## config.mk

```make
export PLATFORM = sky130hd
export DESIGN_NAME = burst_rom_reader
export DESIGN_NICKNAME = d
export VERILOG_FILES = /design/src/rtl/burst_rom_reader.sv
export SDC_FILE = /design/constraint.sdc
export NUM_CORES = 1
export LEC_CHECK = 0
export ABC_AREA = 1
export CAP_MARGIN = 40
export CORE_MARGIN = 1
export CORE_UTILIZATION = 55
export CTS_CLUSTER_SIZE = 25
export DETAILED_ROUTE_END_ITERATION = 8
export DONT_BUFFER_PORTS = 1
export PLACE_DENSITY = 0.74
export SKIP_LAST_GASP = 1
export SYNTH_ARGS = -nofsm -noshare
export SYNTH_HDL_FRONTEND = slang
export SYNTH_SLANG_ARGS = --single-unit
export TNS_END_PERCENT = 50
```

## constraint.sdc

```tcl
create_clock -name clk -period 1.7 [get_ports clk]
set_clock_uncertainty 0.1 [all_clocks]
set_input_delay 0.425 -clock clk [delete_from_list [all_inputs] [get_ports clk]]
set_output_delay 0.425 -clock clk [all_outputs]
set_load 0.01 [all_outputs]
```

## src/rtl/burst_rom_reader.sv

```systemverilog
`default_nettype none
// ============================================================================
//  Module   : burst_rom_reader
//  Purpose  : Parametrised ROM with a registered read path that serves burst
//             reads. A burst (start address + length) is accepted on a
//             valid/ready request channel. The words are streamed out on a
//             valid/ready response channel. The address auto-increments and
//             wraps modulo DEPTH, and the output is held under backpressure.
//  Revision : 1.0 - initial release, replaces the fixed 4x4 combinational ROM
// ----------------------------------------------------------------------------
//  Ports
//    clk        in   1       single clock, rising edge
//    rst_n      in   1       asynchronous active-low reset
//    req_valid  in   1       burst request valid
//    req_ready  out  1       request accepted (high only while idle)
//    req_addr   in   ADDR_W  burst start address
//    req_len    in   LEN_W   beats in burst minus one
//    rsp_valid  out  1       rsp_data holds a valid beat
//    rsp_ready  in   1       consumer takes the current beat
//    rsp_data   out  DATA_W  ROM word
//    rsp_last   out  1       final beat of the burst
//    busy       out  1       burst in progress
// ============================================================================
module burst_rom_reader #(
    parameter int DATA_W    = 4,
    parameter int ADDR_W    = 2,
    parameter int LEN_W     = 4,
    parameter     INIT_FILE = ""
) (
    input  logic              clk,
    input  logic              rst_n,
    input  logic              req_valid,
    output logic              req_ready,
    input  logic [ADDR_W-1:0] req_addr,
    input  logic [LEN_W-1:0]  req_len,
    output logic              rsp_valid,
    input  logic              rsp_ready,
    output logic [DATA_W-1:0] rsp_data,
    output logic              rsp_last,
    output logic              busy
);

    localparam int DEPTH = 2 ** ADDR_W;

    localparam logic [0:0] c_ST_IDLE  = 1'b0;
    localparam logic [0:0] c_ST_BURST = 1'b1;

    // ------------------------------------------------------------------
    // ROM contents, fixed at elaboration
    // ------------------------------------------------------------------
    logic [DATA_W-1:0] w_rom [DEPTH];

    for (genvar i = 0; i < DEPTH; i++) begin : g_word
        // The cast truncates to DATA_W bits, which is the mod 2**DATA_W
        assign w_rom[i] = DATA_W'(5 * i + 3);
    end

    // ------------------------------------------------------------------
    // Burst engine
    // ------------------------------------------------------------------
    logic [0:0]        r_state;
    logic [ADDR_W-1:0] r_addr;
    logic [LEN_W-1:0]  r_remaining;
    logic              r_rsp_valid;
    logic              r_rsp_last;
    logic [DATA_W-1:0] r_rsp_data;
    logic [ADDR_W-1:0] w_next_addr;

    // ADDR_W-bit add: wraps from DEPTH-1 back to 0
    assign w_next_addr = r_addr + ADDR_W'(1);

    always_ff @(posedge clk or negedge rst_n) begin
        if (!rst_n) begin
            r_state     <= c_ST_IDLE;
            r_addr      <= '0;
            r_remaining <= '0;
            r_rsp_valid <= 1'b0;
            r_rsp_last  <= 1'b0;
            r_rsp_data  <= '0;
        end else begin
            case (r_state)
                c_ST_IDLE: begin
                    if (req_valid) begin
                        r_addr      <= req_addr;
                        r_remaining <= req_len;
                        r_rsp_data  <= w_rom[req_addr];
                        r_rsp_valid <= 1'b1;
                        r_rsp_last  <= (req_len == '0);
                        r_state     <= c_ST_BURST;
                    end
                end
                c_ST_BURST: begin
                    // Without a handshake everything holds, so a stalled beat
                    // is neither lost nor repeated
                    if (r_rsp_valid && rsp_ready) begin
                        if (r_rsp_last) begin
                            r_rsp_valid <= 1'b0;
                            r_rsp_last  <= 1'b0;
                            r_state     <= c_ST_IDLE;
                        end else begin
                            r_addr      <= w_next_addr;
                            r_rsp_data  <= w_rom[w_next_addr];
                            r_remaining <= r_remaining - LEN_W'(1);
                            r_rsp_last  <= (r_remaining == LEN_W'(1));
                        end
                    end
                end
                default: r_state <= c_ST_IDLE;
            endcase
        end
    end

    assign req_ready = (r_state == c_ST_IDLE);
    assign busy      = (r_state == c_ST_BURST);
    assign rsp_valid = r_rsp_valid;
    assign rsp_last  = r_rsp_last;
    assign rsp_data  = r_rsp_data;

endmodule
`default_nettype wire
```

== After elaboration in Yosys (flattened, before gate mapping) ==
Cells that the tools add are included.

* Add/subtract/negate cells: 2
* Order comparisons: 2
* Equal/unequal tests: 5
* Mux-type cells: 30
* Bitwise operators: 3
* Reduce and logical (&&, ||, !) cells: 5

{| class="wikitable"
|+ Operators by type and width
! cell !! number
|-
| $mux 4 || 10
|-
| $bmux 4 s2 || 2
|-
| $pmux 4 s2 || 2
|-
| $mux 1 || 9
|-
| $ge 3x3->1 const B || 2
|-
| $mux 2 || 3
|-
| $not 2->3 || 2
|-
| $pmux 1 s2 || 3
|-
| $reduce_and 3->1 || 2
|-
| $eq 4x1->1 const B || 1
|-
| $logic_not 4->1 || 1
|-
| $ne 2x1->1 const B || 2
|-
| $ne 2x2->1 const B || 2
|-
| $pmux 2 s2 || 1
|-
| $sub 4x1->4 const B || 1
|-
| $add 2x1->2 const B || 1
|-
| $reduce_and 2->1 || 1
|-
| $logic_and 1x1->1 || 1
|-
| $not 1->1 || 1
|}

* Register bits: 13
* Input port bits: 10
* Output and inout bits: 8
* Logic and storage cells: 53

== Logic depth before layout (Yosys ltp) ==
* Depth in word-level cells: 8
* Depth in mapped cells: 8
* Depth with buffers taken out: 8

== Least setup slack after synthesis ==
Ideal clock, no wire load.

* Path type: register to output
* Start: reg r_state, in the netlist busy
* End: out req_ready
* Data arrival time: 0.704 ns
* Required time: 1.175 ns
* Slack: 0.471 ns
* Cell stages (with the launch flop): 3
* Buffers on the path: 1
* Cell sequence: dfrtp_1 -> inv_1 -> buf_2

* Cells in the longest elaborated chain, start to end: 1

{| class="wikitable"
|+ Ends and longest elaborated chain
! item !! line !! source
|-
| start: declaration || 61 || <nowiki>logic [0:0] r_state;</nowiki>
|-
| start signal: assignment || 74 || <nowiki>r_state <= c_ST_IDLE;</nowiki>
|-
| start signal: assignment || 89 || <nowiki>r_state <= c_ST_BURST;</nowiki>
|-
| start signal: assignment || 99 || <nowiki>r_state <= c_ST_IDLE;</nowiki>
|-
| $not 1->1 || n/a ||
|-
| end: declaration || 33 || <nowiki>output logic req_ready,</nowiki>
|}

No other way between the ends.

== Worst setup path after layout ==
Ends and elaborated chain as after synthesis.

==> results.sh <==
export IMPL_run_status="finished, final reports clean"
export IMPL_p_int_uw=403.1
export IMPL_die_h_microns=39.04
export IMPL_rsz0062_at_grt="false"
export IMPL_synth_area_sq_um=754.5
export IMPL_worstSetupPathType="reg -> out"
export IMPL_vias=618
export IMPL_timing_fmax_ghz=0.6586
export IMPL_syn_num_nets=115
export IMPL_yosys_top_cells_count="nand2_1 (40), dfrtp_1 (13), inv_1 (9), o21ai_0 (9), nor2_1 (7)"
export IMPL_hold_depth=2
export IMPL_holdCritPathClass="in -> reg"
export IMPL_grt_max_degree=14
export IMPL_synth_edff_count=0
export IMPL_worstPathRequired_ps=1170
export IMPL_p_leak_uw=0.0004123
export IMPL_routabilityCongestion=0.7544
export IMPL_power_density_nw_per_um2=642.3
export IMPL_clk_pin_slew_ps=80
export IMPL_dp_final_hpwl_microns=1080
export IMPL_ctsRootBufferMaster="clkbuf_4"
export IMPL_cts_buffer_depth=2
export IMPL_reg2reg_from="busy"
export IMPL_synth_async_reset_ratio=1.000
export IMPL_initial_core_util=0.6361
export IMPL_tritoncts="yes"
export IMPL_max_cap_violations=0
export IMPL_finalSetupTns_ps=0
export IMPL_cp_cell_sequence="inv_1 > buf_4"
export IMPL_reg2reg_slack_ps=240
export IMPL_design_core_area_sq_um=1186
export IMPL_drtIter0Drc=21
export IMPL_htreeDepth=1
export IMPL_p_seq_frac=0.604
export IMPL_synth_seq_cells=13
export IMPL_grtUsageMet2=0.3833
export IMPL_antenna_left=0
export IMPL_syn_to_final_growth_pct=5.473
export IMPL_reg2reg_depth=7
export IMPL_rows=12
export IMPL_io_pins=18
export IMPL_startpoint_type="register"
export IMPL_synth_top_family_by_area="simple AND/OR/NAND/NOR gates"
export IMPL_synth_most_common_cell="nand2_1"
export IMPL_hold_viol=0
export IMPL_drc=0
export IMPL_slowest_delay_ps=440
export IMPL_p_clk_frac=0.374
export IMPL_pwr_share_comb=0.022
export IMPL_clk_latency_ps=270
export IMPL_fin_util=0.6709
export IMPL_cp_arrival_ps=990
export IMPL_final_nets=120
export IMPL_num_fill_cells=96
export IMPL_switching_share=0.2113
export IMPL_insertedDiodeCount=0
export IMPL_switchingPower_uw=108.0
export IMPL_drv_slew=0
export IMPL_timing_final_crit_share=0.8931
export IMPL_yosysWarnings=0
export IMPL_synthTopCellsByArea="dfrtp_1 (43%), nand2_1 (20%), ha_1 (6.6%)"
export IMPL_period_minus_slack_ps=1518
export IMPL_grt_pass1_wl_microns=2449
export IMPL_portBuffers=0
export IMPL_setup_violations=0
export IMPL_regToRegEndpoint="r_remaining[0]"
export IMPL_min_from="req_valid"
export IMPL_cp_slowest_cell="dfrtp_1"
export IMPL_cp_end_kind="output port"
export IMPL_grt_usage=0.2460
export IMPL_cp_max_fo=12
export IMPL_ys_seq_area_frac=0.4312
export IMPL_chipWidth_microns=39.04
export IMPL_grt_overflow=0
export IMPL_synthCells=101
export IMPL_synth_flop_cell="dfrtp_1"
export IMPL_numCtsBuffers=3
export IMPL_die_area_sq_um=1524
export IMPL_use_met1=0.3199
export IMPL_busiest_layer="met2"
export IMPL_synth_compound_area_frac=0.07960
export IMPL_min_to="rsp_valid"
export IMPL_finalWirelength_microns=1413
export IMPL_syn_area_per_cell_sq_um=7.470
export IMPL_grt_pass1_vias=586
export IMPL_synth_xor_area_frac=0.01161
export IMPL_synthAdderAreaFrac=0.06633
export IMPL_via_per_inst=5.193
export IMPL_slew_headroom=0.6025
export IMPL_synthSimpleGateAreaFrac=0.3250
export IMPL_synth_cell_types=19
export IMPL_synth_top_area_share=0.4312
export IMPL_vdd_ir_drop_max_uv=450.6
export IMPL_drt_pass1_iter_count=4
export IMPL_layout_drive_gt1_share=0.09524
export IMPL_clock_sinks=13
export IMPL_yosysTopAreaCell="dfrtp_1"
export IMPL_muxShareOfSynthArea=0
export IMPL_worstMarginPinSlew_ps=594.4
export IMPL_antenna_found_initial=0
export IMPL_grt_use_met3=0.06358
export IMPL_wire_per_inst_microns=11.87
==> sequential cells by signal, indices dropped and copies added, names as in the netlist <==
| register | count |
|---|---|
| rsp_last | 1 |
| r_addr | 2 |
| r_remaining | 4 |
| busy | 1 |
| rsp_valid | 1 |
| rsp_data | 4 |
==> metrics by stage <==
step | cells | worst slack [ps] | cell area [sq um] | hold slack, ps | total power [uW]
CTS | 119 | 181.0 | 795.8 | 238.0 | 514.3
floorplan | 101 | 470.5 | 754.5 | 29.41 | 318.1
global route | 119 | 95.40 | 795.8 | 263.9 | 530.2
detailed placement | 114 | 269.9 | 759.5 | 29.70 | 319.0
global placement | 114 | 331.1 | 759.5 | 29.67 | 318.5
finish | 119 | 181.7 | 795.8 | 231.5 | 511.1
==> layout make-up <==
class / count / area [sq um] / area share
multi-input combinational: 75 / 364.1 / 0.4575
sequential: 13 / 325.3 / 0.4088
tap: 14 / 17.52 / 0.02201
inverter: 10 / 37.54 / 0.04717
clock buffer: 4 / 26.28 / 0.03302
timing repair buffer: 3 / 25.02 / 0.03145
==> critical path: cells and delay by family, from the launching register on <==
kind / cells / cell delay [ps]
flops: 1 / 440
buf+inv: 2 / 280
==> repair_timing <==
item	in CTS	in global routing
endpoints found under the hold margin	13	0
hold buffers	1	0
buffers inserted	0	0
gates resized for setup	0	0
==> cells in the final DEF (no fill, tap or decap), types with 2 or more instances in the layout <==
| master | count |
|---|---|
| o21ai_0 | 9 |
| ha_1 | 4 |
| nand2_1 | 40 |
| inv_1 | 9 |
| dfrtp_1 | 13 |
| nand3_1 | 4 |
| nand2_2 | 2 |
| o21ai_1 | 2 |
| clkbuf_4 | 3 |
| nor2_1 | 7 |
| buf_4 | 2 |
==> power groups by stage <==
stage | clock network, uW | logic, uW | registers [uW]
after CTS | 194 | 11.7 | 309
after floorplan | 0 | 2.90 | 315
after global routing | 209 | 12.6 | 309
after global placement | 0 | 3.33 | 315
final | 191 | 11.1 | 309
after detailed placement | 0 | 3.84 | 315
==> worst max path at each step <==
| stage | from | to | slack, ps | depth (start not counted) |
|---|---|---|---|---|
| global placement | busy | r_remaining[1] | 330 | 7 |
| detailed placement | busy | r_remaining[0] | 270 | 7 |
| CTS | busy | req_ready | 180 | 2 |
| floorplan | busy | req_ready | 470 | 2 |
| finish | busy | req_ready | 180 | 2 |
| global route | busy | r_remaining[1] | 100 | 6 |
==> layer usage <==
| layer | part of all wire | vias up |
|---|---|---|
| met5 | 0 | - |
| met4 | 0.0071 | 0 |
| met3 | 0.081 | 2 |
| met2 | 0.47 | 29 |
| met1 | 0.44 | 267 |
| li1 | - | 320 |
==> cell families (layout without fill, tap and decap cells) <==
family,Yosys count,after routing
simple gates,58,58
flops,13,13
buf+inv,13,17
compound gates,12,12
fa+ha+maj,4,4
xor+xnor,1,1
Note: power is estimated with default switching activity, not from simulation.
